$ cat src/rtl/ama_riscv_mmio_pkg.sv
// Shared constants for the MMIO slave: word-offset map, control/status bit
// positions and the byte-lane merge helper.
package ama_riscv_mmio_pkg;

  localparam logic [5:0] MMIO_TOHOST     = 6'h00;
  localparam logic [5:0] MMIO_CYCLE_LO   = 6'h01;
  localparam logic [5:0] MMIO_CYCLE_HI   = 6'h02;
  localparam logic [5:0] MMIO_INSTRET_LO = 6'h03;
  localparam logic [5:0] MMIO_INSTRET_HI = 6'h04;
  localparam logic [5:0] MMIO_CNT_CTRL   = 6'h05;
  localparam logic [5:0] MMIO_CON_TX     = 6'h06;
  localparam logic [5:0] MMIO_CON_STATUS = 6'h07;

  localparam int CNT_CTRL_CLR = 0;
  localparam int CNT_CTRL_FRZ = 1;

  localparam int CON_ST_FULL    = 0;
  localparam int CON_ST_EMPTY   = 1;
  localparam int CON_ST_CNT_LSB = 2;
  localparam int CON_ST_OVF     = 5;

  localparam logic [31:0] TOHOST_PASS = 32'd1;

  typedef enum logic [1:0] {
    ACC_IDLE,
    ACC_READ,
    ACC_WRITE
  } mmio_acc_e;

  function automatic logic [31:0] merge_lanes(input logic [31:0] old_val,
                                              input logic [31:0] new_val,
                                              input logic [3:0]  we);
    logic [31:0] r;
    r = old_val;
    for (int i = 0; i < 4; i++) begin
      if (we[i]) r[8*i +: 8] = new_val[8*i +: 8];
    end
    return r;
  endfunction

endpackage

$ cat src/rtl/ama_riscv_mmio_if.sv
// Core data-port view of the MMIO region: strobe, lane enables, address,
// store data and the one-cycle-late load data.
interface ama_riscv_mmio_if;
  logic        mmio_en;
  logic [3:0]  mmio_we;
  logic [5:0]  mmio_addr;
  logic [31:0] mmio_wdata;
  logic [31:0] mmio_rdata;

  modport master (output mmio_en, mmio_we, mmio_addr, mmio_wdata,
                  input  mmio_rdata);
  modport slave  (input  mmio_en, mmio_we, mmio_addr, mmio_wdata,
                  output mmio_rdata);
endinterface

$ cat src/rtl/ama_riscv_fifo.sv
// Small synchronous FIFO; head entry is read straight from the storage
// registers so the consumer's ready never reaches the data path.
module ama_riscv_fifo #(
  parameter  int DEPTH = 4,
  parameter  int WIDTH = 8,
  localparam int AW    = $clog2(DEPTH),
  localparam int CW    = AW + 1
) (
  input  logic             clk,
  input  logic             rst,
  input  logic             push,
  input  logic [WIDTH-1:0] push_data,
  input  logic             pop,
  output logic [WIDTH-1:0] pop_data,
  output logic             full,
  output logic             empty,
  output logic [CW-1:0]    count
);

  logic [WIDTH-1:0] mem [DEPTH];
  logic [AW-1:0]    wr_ptr;
  logic [AW-1:0]    rd_ptr;
  logic             do_push;
  logic             do_pop;

  assign full     = (count == CW'(DEPTH));
  assign empty    = (count == '0);
  // A full FIFO still accepts a push when the head leaves in the same cycle.
  assign do_pop   = pop & ~empty;
  assign do_push  = push & (~full | do_pop);
  assign pop_data = mem[rd_ptr];

  always_ff @(posedge clk or posedge rst) begin
    if (rst) begin
      for (int i = 0; i < DEPTH; i++) mem[i] <= '0;
      wr_ptr <= '0;
      rd_ptr <= '0;
      count  <= '0;
    end else begin
      if (do_push) begin
        mem[wr_ptr] <= push_data;
        wr_ptr      <= wr_ptr + AW'(1);
      end
      if (do_pop) rd_ptr <= rd_ptr + AW'(1);
      case ({do_push, do_pop})
        2'b10:   count <= count + CW'(1);
        2'b01:   count <= count - CW'(1);
        default: count <= count;
      endcase
    end
  end

endmodule

$ cat src/rtl/ama_riscv_mmio.sv
// MMIO slave next to DMEM: tohost, 64-bit cycle/instret counters with
// HI/LO shadow capture, and a byte console FIFO on a valid/ready port.
module ama_riscv_mmio
  import ama_riscv_mmio_pkg::*;
#(
  parameter int CON_FIFO_DEPTH = 4,
  parameter int CNT_W          = 64
) (
  input  logic                 clk,
  input  logic                 rst,
  ama_riscv_mmio_if.slave      mmio,
  input  logic                 inst_wb_nop_or_clear,
  output logic [31:0]          tohost,
  output logic [7:0]           con_data,
  output logic                 con_valid,
  input  logic                 con_ready
);

  localparam int CW = $clog2(CON_FIFO_DEPTH) + 1;

  function automatic logic [2:0] sat_cnt(input logic [CW-1:0] c);
    logic [31:0] w;
    w = 32'(c);
    return (w > 32'd7) ? 3'd7 : w[2:0];
  endfunction

  mmio_acc_e        acc;
  logic [CNT_W-1:0] cycle;
  logic [CNT_W-1:0] instret;
  logic [31:0]      cyc_hi_shadow;
  logic [31:0]      ins_hi_shadow;
  logic             freeze;
  logic             overflow;
  logic             wr_lane0;
  logic             cnt_clr;
  logic             frz_wr;
  logic             con_push;
  logic             con_pop;
  logic             ovf_clr;
  logic             rd_cyc_lo;
  logic             rd_ins_lo;
  logic             fifo_full;
  logic             fifo_empty;
  logic [CW-1:0]    fifo_count;
  logic [31:0]      con_status;
  logic [31:0]      rd_mux_p0;
  logic [31:0]      rdata_p1;

  always_comb begin
    acc = ACC_IDLE;
    if (mmio.mmio_en) acc = (mmio.mmio_we == 4'b0000) ? ACC_READ : ACC_WRITE;
  end

  assign wr_lane0  = (acc == ACC_WRITE) & mmio.mmio_we[0];
  assign cnt_clr   = wr_lane0 & (mmio.mmio_addr == MMIO_CNT_CTRL) & mmio.mmio_wdata[CNT_CTRL_CLR];
  assign frz_wr    = wr_lane0 & (mmio.mmio_addr == MMIO_CNT_CTRL);
  assign con_push  = wr_lane0 & (mmio.mmio_addr == MMIO_CON_TX);
  assign ovf_clr   = wr_lane0 & (mmio.mmio_addr == MMIO_CON_STATUS) & mmio.mmio_wdata[CON_ST_OVF];
  assign con_pop   = con_valid & con_ready;
  assign rd_cyc_lo = (acc == ACC_READ) & (mmio.mmio_addr == MMIO_CYCLE_LO);
  assign rd_ins_lo = (acc == ACC_READ) & (mmio.mmio_addr == MMIO_INSTRET_LO);

  ama_riscv_fifo #(
    .DEPTH (CON_FIFO_DEPTH),
    .WIDTH (8)
  ) u_con_fifo (
    .clk       (clk),
    .rst       (rst),
    .push      (con_push),
    .push_data (mmio.mmio_wdata[7:0]),
    .pop       (con_pop),
    .pop_data  (con_data),
    .full      (fifo_full),
    .empty     (fifo_empty),
    .count     (fifo_count)
  );

  assign con_valid = ~fifo_empty;

  always_comb begin
    con_status                        = '0;
    con_status[CON_ST_FULL]           = fifo_full;
    con_status[CON_ST_EMPTY]          = fifo_empty;
    con_status[CON_ST_CNT_LSB +: 3]   = sat_cnt(fifo_count);
    con_status[CON_ST_OVF]            = overflow;
  end

  // Stage p0: read-data select from current register state
  always_comb begin
    rd_mux_p0 = '0;
    case (mmio.mmio_addr)
      MMIO_TOHOST:     rd_mux_p0 = tohost;
      MMIO_CYCLE_LO:   rd_mux_p0 = cycle[31:0];
      MMIO_CYCLE_HI:   rd_mux_p0 = cyc_hi_shadow;
      MMIO_INSTRET_LO: rd_mux_p0 = instret[31:0];
      MMIO_INSTRET_HI: rd_mux_p0 = ins_hi_shadow;
      MMIO_CNT_CTRL:   rd_mux_p0 = {30'b0, freeze, 1'b0};
      MMIO_CON_STATUS: rd_mux_p0 = con_status;
      default:         rd_mux_p0 = '0;
    endcase
  end

  // Stage p1: registered load data, held between reads
  always_ff @(posedge clk or posedge rst) begin
    if (rst)                   rdata_p1 <= '0;
    else if (acc == ACC_READ)  rdata_p1 <= rd_mux_p0;
  end

  assign mmio.mmio_rdata = rdata_p1;

  // Clear beats increment; the HI shadow latches with the LO read edge.
  always_ff @(posedge clk or posedge rst) begin
    if (rst) begin
      cycle         <= '0;
      instret       <= '0;
      cyc_hi_shadow <= '0;
      ins_hi_shadow <= '0;
      freeze        <= 1'b0;
    end else begin
      if (cnt_clr) begin
        cycle         <= '0;
        instret       <= '0;
        cyc_hi_shadow <= '0;
        ins_hi_shadow <= '0;
      end else begin
        if (!freeze) begin
          cycle <= cycle + CNT_W'(1);
          if (!inst_wb_nop_or_clear) instret <= instret + CNT_W'(1);
        end
        if (rd_cyc_lo) cyc_hi_shadow <= cycle[CNT_W-1:CNT_W-32];
        if (rd_ins_lo) ins_hi_shadow <= instret[CNT_W-1:CNT_W-32];
      end
      if (frz_wr) freeze <= mmio.mmio_wdata[CNT_CTRL_FRZ];
    end
  end

  always_ff @(posedge clk or posedge rst) begin
    if (rst) begin
      tohost   <= '0;
      overflow <= 1'b0;
    end else begin
      if ((acc == ACC_WRITE) && (mmio.mmio_addr == MMIO_TOHOST))
        tohost <= merge_lanes(tohost, mmio.mmio_wdata, mmio.mmio_we);
      if (con_push && fifo_full && !con_pop) overflow <= 1'b1;
      else if (ovf_clr)                      overflow <= 1'b0;
    end
  end

endmodule

$ cat src/flat_wrapper.sv
// flat-port wrapper written by rule: the top's interface ports become plain ports
module ama_riscv_mmio_flat import ama_riscv_mmio_pkg::*;
#(
  parameter int CON_FIFO_DEPTH = 4,
  parameter int CNT_W          = 64
)
  (clk, rst, inst_wb_nop_or_clear, tohost, con_data, con_valid, con_ready, mmio_mmio_en, mmio_mmio_we, mmio_mmio_addr, mmio_mmio_wdata, mmio_mmio_rdata);
  ama_riscv_mmio_if mmio_i ();
  input  logic clk;
  input  logic rst;
  input  logic inst_wb_nop_or_clear;
  output logic [31:0] tohost;
  output logic [7:0] con_data;
  output logic con_valid;
  input  logic con_ready;
  input wire logic [$bits(mmio_i.mmio_en)-1:0] mmio_mmio_en;
  input wire logic [$bits(mmio_i.mmio_we)-1:0] mmio_mmio_we;
  input wire logic [$bits(mmio_i.mmio_addr)-1:0] mmio_mmio_addr;
  input wire logic [$bits(mmio_i.mmio_wdata)-1:0] mmio_mmio_wdata;
  output wire logic [$bits(mmio_i.mmio_rdata)-1:0] mmio_mmio_rdata;
  assign mmio_i.mmio_en = mmio_mmio_en;
  assign mmio_i.mmio_we = mmio_mmio_we;
  assign mmio_i.mmio_addr = mmio_mmio_addr;
  assign mmio_i.mmio_wdata = mmio_mmio_wdata;
  assign mmio_mmio_rdata = mmio_i.mmio_rdata;
  ama_riscv_mmio #(.CON_FIFO_DEPTH(CON_FIFO_DEPTH), .CNT_W(CNT_W)) u_core (.clk(clk), .rst(rst), .mmio(mmio_i), .inst_wb_nop_or_clear(inst_wb_nop_or_clear), .tohost(tohost), .con_data(con_data), .con_valid(con_valid), .con_ready(con_ready));
endmodule
$ cat config.mk
export PLATFORM = sky130hd
export DESIGN_NAME = ama_riscv_mmio_flat
export DESIGN_NICKNAME = d
export VERILOG_FILES = /design/src/rtl/ama_riscv_mmio_pkg.sv /design/src/rtl/ama_riscv_mmio_if.sv /design/src/rtl/ama_riscv_fifo.sv /design/src/rtl/ama_riscv_mmio.sv /design/src/flat_wrapper.sv
export SDC_FILE = /design/constraint.sdc
export NUM_CORES = 1
export LEC_CHECK = 0
export CAP_MARGIN = 15
export CORE_UTILIZATION = 59
export CTS_CLUSTER_DIAMETER = 40
export CTS_CLUSTER_SIZE = 14
export DETAILED_ROUTE_END_ITERATION = 8
export GPL_TIMING_DRIVEN = 0
export PLACE_DENSITY = 0.84
export SLEW_MARGIN = 20
export SYNTH_ARGS = -nofsm -noshare
export SYNTH_HDL_FRONTEND = slang
export SYNTH_SLANG_ARGS = --single-unit
$ cat constraint.sdc
create_clock -name clk -period 13.9 [get_ports clk]
set_input_delay 3.475 -clock clk [delete_from_list [all_inputs] [get_ports clk]]
set_output_delay 3.475 -clock clk [all_outputs]
set_load 0.01 [all_outputs]
==> key figures <==
Yosys
  – Synth area leaders: dfrtp_1 (51%), mux4_2 (5.9%), nand2_1 (5.6%)
  – Syn Std Cell Area: about 15000 µm²
  – Syn Inst Count: 1414
  – Fraction of registers with async set/reset: between 90% and 100%
  – EDFF count, synth: 0
  – Prevailing post-synth register cell: dfrtp_1
  – Synth cell types: 59
  – Area leader, netlist: dfrtp_1
  – Synth top area share: 50.8%
  – Syn nets: around 1500
  – Synthesized area per cell: 10.3 µm²
  – Warning count from the yosys run: 0
  – #FFs+latches synth: a little under 300
  – Seq/Total Area, Yosys: 50.8%

Worst setup path
  – End of the critical path: u_core.cycle[11]$_DFFE_PP0P_
  – Crit Path Category: primary input to flop
  – CP max-delay cell: clkbuf_1
  – Worst Path Arrival: 6700 ps
  – Crit path launch type: primary input
  – Reg2reg start: u_core.freeze$_DFFE_PP0N_
  – Critical path launch point: mmio_mmio_addr[3]
  – R2R depth: 6
  – Crit end category: flop
  – CP Max Fanout: 10
  – Reg-to-reg slack, setup: 10720 ps
  – Most used cell, CP: clkbuf_1
  – Critical path, cell by cell: clkdlybuf4s50_1, nor4b_4, and3_1, clkbuf_1, clkbuf_1, buf_1, nor2_1
  – Max incr delay on CP: 630 ps
  – Worst EP required: 14280 ps
  – R2r endpoint: u_core.cycle[45]$_DFFE_PP0P_

STA
  – Slew Limit Fails: 0
  – FMAX: ~0.16 GHz
  – Final hold viol count: 0
  – Slew headroom: 24.3%
  – Tcrit/Tclk final: 45.5%
  – Setup TNS: 0 ps
  – Period minus WS final: 6320 ps
  – Unrepaired setup endpoints after global routing: no
  – Least-Margin Pin Slew: 1130 ps
  – Final setup margin: 7580 ps
  – Layout Skew: between 15 and 20 ps
  – Final setup fails: 0

Routing
  – Routed wire length: around 44000 µm
  – DR vias/cell: ~6.7
  – Antenna viol nets, final: 0
  – Detailed-route wire length per cell: 22.9 µm
  – TritonRoute pass-1 iters: 6
  – Via count: between 10000 and 15000
  – DRC: 0
  – Initial DRC count: 1688

Floorplan
  – Initial Util: 60.1%
  – Die width: ~160 µm
  – Die Y: 159 µm
  – # IOs: 120
  – Row cnt: 57
  – Total Die Area: 25400 µm²
  – Floorplan core area: about 24000 µm²

Placed design
  – Dpl cells: 1857
  – IO Port Bufs: 117
  – GPL Wtd Cong: between 0.9 and 1
  – Detailed placer's ending HPWL: 30000 µm
  – Post-placement worst setup slack: a little over 7000 ps
  – Placed cell area: 16300 µm²

Run status
  – Outcome: finished, final reports clean

GRT
  – Gr ovfl total: 0
  – Antenna violations before repair: 0
  – First-pass GRT wire length: 70100 µm
  – Vias in the first global route: 12700
  – Total GRT Usage: 35.5%
  – Largest net degree at the start of global routing: 112

Clock tree
  – Clk slew on worst S/H paths: 50 ps
  – Hold buffer count at CTS: 0
  – Clk sinks: 297
  – CTS tree: done
  – Post_cts resized: 0
  – CTS buffer count: 39
  – Htree depth: 2
  – CTS Buffer Depth: 3
  – Root buffer cell: clkbuf_16
  – Post-CTS setup buffers: 0
  – Clk_lat worst skew: 530 ps

Pwr
  – Leak: roughly 0.0073 µW
  – Total power: roughly 2300 µW
  – VDD IR max: 0.109 mV
  – Pwr/cell area: 131 nW/µm²

Cells and area
  – Area Growth Syn to Fin: 20.6%
  – Antenna Diode Count: 0
  – Fin cells: a little under 2000
  – Share of cells above drive strength 1: 12.4%
  – Filler cells: 1607
  – Final net count: between 1500 and 2000
  – Post-route cell area: 17600 µm²

Worst hold path
  – Min-delay worst type: flop to flop
  – WHS Path Cells: 2

Job
  – Max cap viols: 0
## report_power, final
part           switching, µW  internal [µW]  leakage [µW]
registers               78.4            922       0.00395
logic                    130            123       0.00271
clock network            404            648      0.000665
## cells by family after synthesis
| logic type | count (synthesis) | synth area share, % |
|---|---|---|
| xor gates and xnor gates | 76 | 4.55 |
| adders and majority gates | 7 | 0.650 |
| and+or+nand+nor | 595 | 20.5 |
| DFF | 297 | 50.8 |
| AOI/OAI and AO/OA | 234 | 9.27 |
| muxes | 114 | 11.7 |
| buffers and inverters | 91 | 2.44 |
## state kept, by name (all words and copies together), names as in the netlist
name and flops:
u_core.cyc_hi_shadow 32, u_core.cycle 64, u_core.freeze 1, u_core.ins_hi_shadow 32, u_core.instret 64, u_core.mmio.mmio_rdata 32
u_core.overflow 1, u_core.tohost 32, u_core.u_con_fifo.count 3, u_core.u_con_fifo.mem 32, u_core.u_con_fifo.rd_ptr 2, u_core.u_con_fifo.wr_ptr 2
## worst max-delay path, delay by kind of cell
family | cells | cell delay, ps
buffers and inverters | 4 | 2200
and+or+nand+nor | 3 | 1020
## synth_stat cells, types with 2 or more instances
master and count:
a222oi_1 2, or4_1 24, dfrtp_1 297, ha_1 6
a31oi_1 2, nor2_1 97, nor2b_1 3, buf_1 8
clkbuf_1 66, or2_2 4, nand2b_1 7, mux2i_1 9
nand4_1 58, o21a_1 3, nor3_1 17, nor4_2 2
a22oi_1 28, nand4_2 2, and2_1 8, nand2_1 220
nor4_1 18, mux4_2 38, o21ai_0 56, and4_1 15
o31ai_1 20, nand4b_1 2, nand3_1 51, xnor2_1 33
and3_1 24, buf_2 5, a21oi_1 111, xor2_1 43
or3_1 30, and4b_1 2, nor3b_1 2, o211ai_1 4
inv_1 10, mux2_2 66
## stage by stage
step           hold slack (ps)  utilization (%)
2_1_floorplan              448                -
3_3_place_gp               466             66.6
3_5_place_dp               471             66.9
4_1_cts                    483             72.4
5_1_grt                    504             72.5
6_report                   476             72.5
## cells in the final DEF, fill, tap and decap left out, drive strengths merged, types with 24 or more instances in the layout
master / n
nand2: 220
clkbuf: 112
o21ai: 56
or4: 25
xor2: 43
nand4: 60
a22oi: 28
dfrtp: 297
nor2: 97
a21oi: 111
or3: 31
and3: 24
mux2: 66
xnor2: 33
nand3: 52
mux4: 39
clkdlybuf4s50: 117
## how the worst min path moves through the flow
stage	from	end
2_1_floorplan	u_core.overflow$_DFFE_PP0P_	u_core.overflow$_DFFE_PP0P_
3_3_place_gp	u_core.mmio.mmio_rdata[2]$_DFFE_PP0N_	u_core.mmio.mmio_rdata[2]$_DFFE_PP0N_
3_5_place_dp	u_core.mmio.mmio_rdata[18]$_DFFE_PP0N_	u_core.mmio.mmio_rdata[18]$_DFFE_PP0N_
4_1_cts	u_core.mmio.mmio_rdata[18]$_DFFE_PP0N_	u_core.mmio.mmio_rdata[18]$_DFFE_PP0N_
5_1_grt	u_core.mmio.mmio_rdata[18]$_DFFE_PP0N_	u_core.mmio.mmio_rdata[18]$_DFFE_PP0N_
6_report	u_core.mmio.mmio_rdata[18]$_DFFE_PP0N_	u_core.mmio.mmio_rdata[18]$_DFFE_PP0N_
## metal layers
layer  share of wire (%)  global-route usage (%)  wire, µm
met2                  46                    55.3     20200
met1                  39                    48.4     17200
met5                   0                       0         0
met3                  11                    7.14      4670
met4                 4.6                    16.5      2030
## final cells by class
| class | count | area (µm²) | share of cell area (%) |
|---|---|---|---|
| buffer | 81 | 319 | 1.81 |
| sequential | 297 | 7430 | 42.2 |
| multi-input combinational | 1026 | 6840 | 38.8 |
| clock inverter | 24 | 299 | 1.70 |
| inverter | 10 | 45.0 | 0.256 |
| clock buffer | 45 | 1060 | 6.02 |
| tap | 324 | 405 | 2.30 |
| timing repair buffer | 119 | 1230 | 6.96 |
Power figures use the tool's default switching activity.
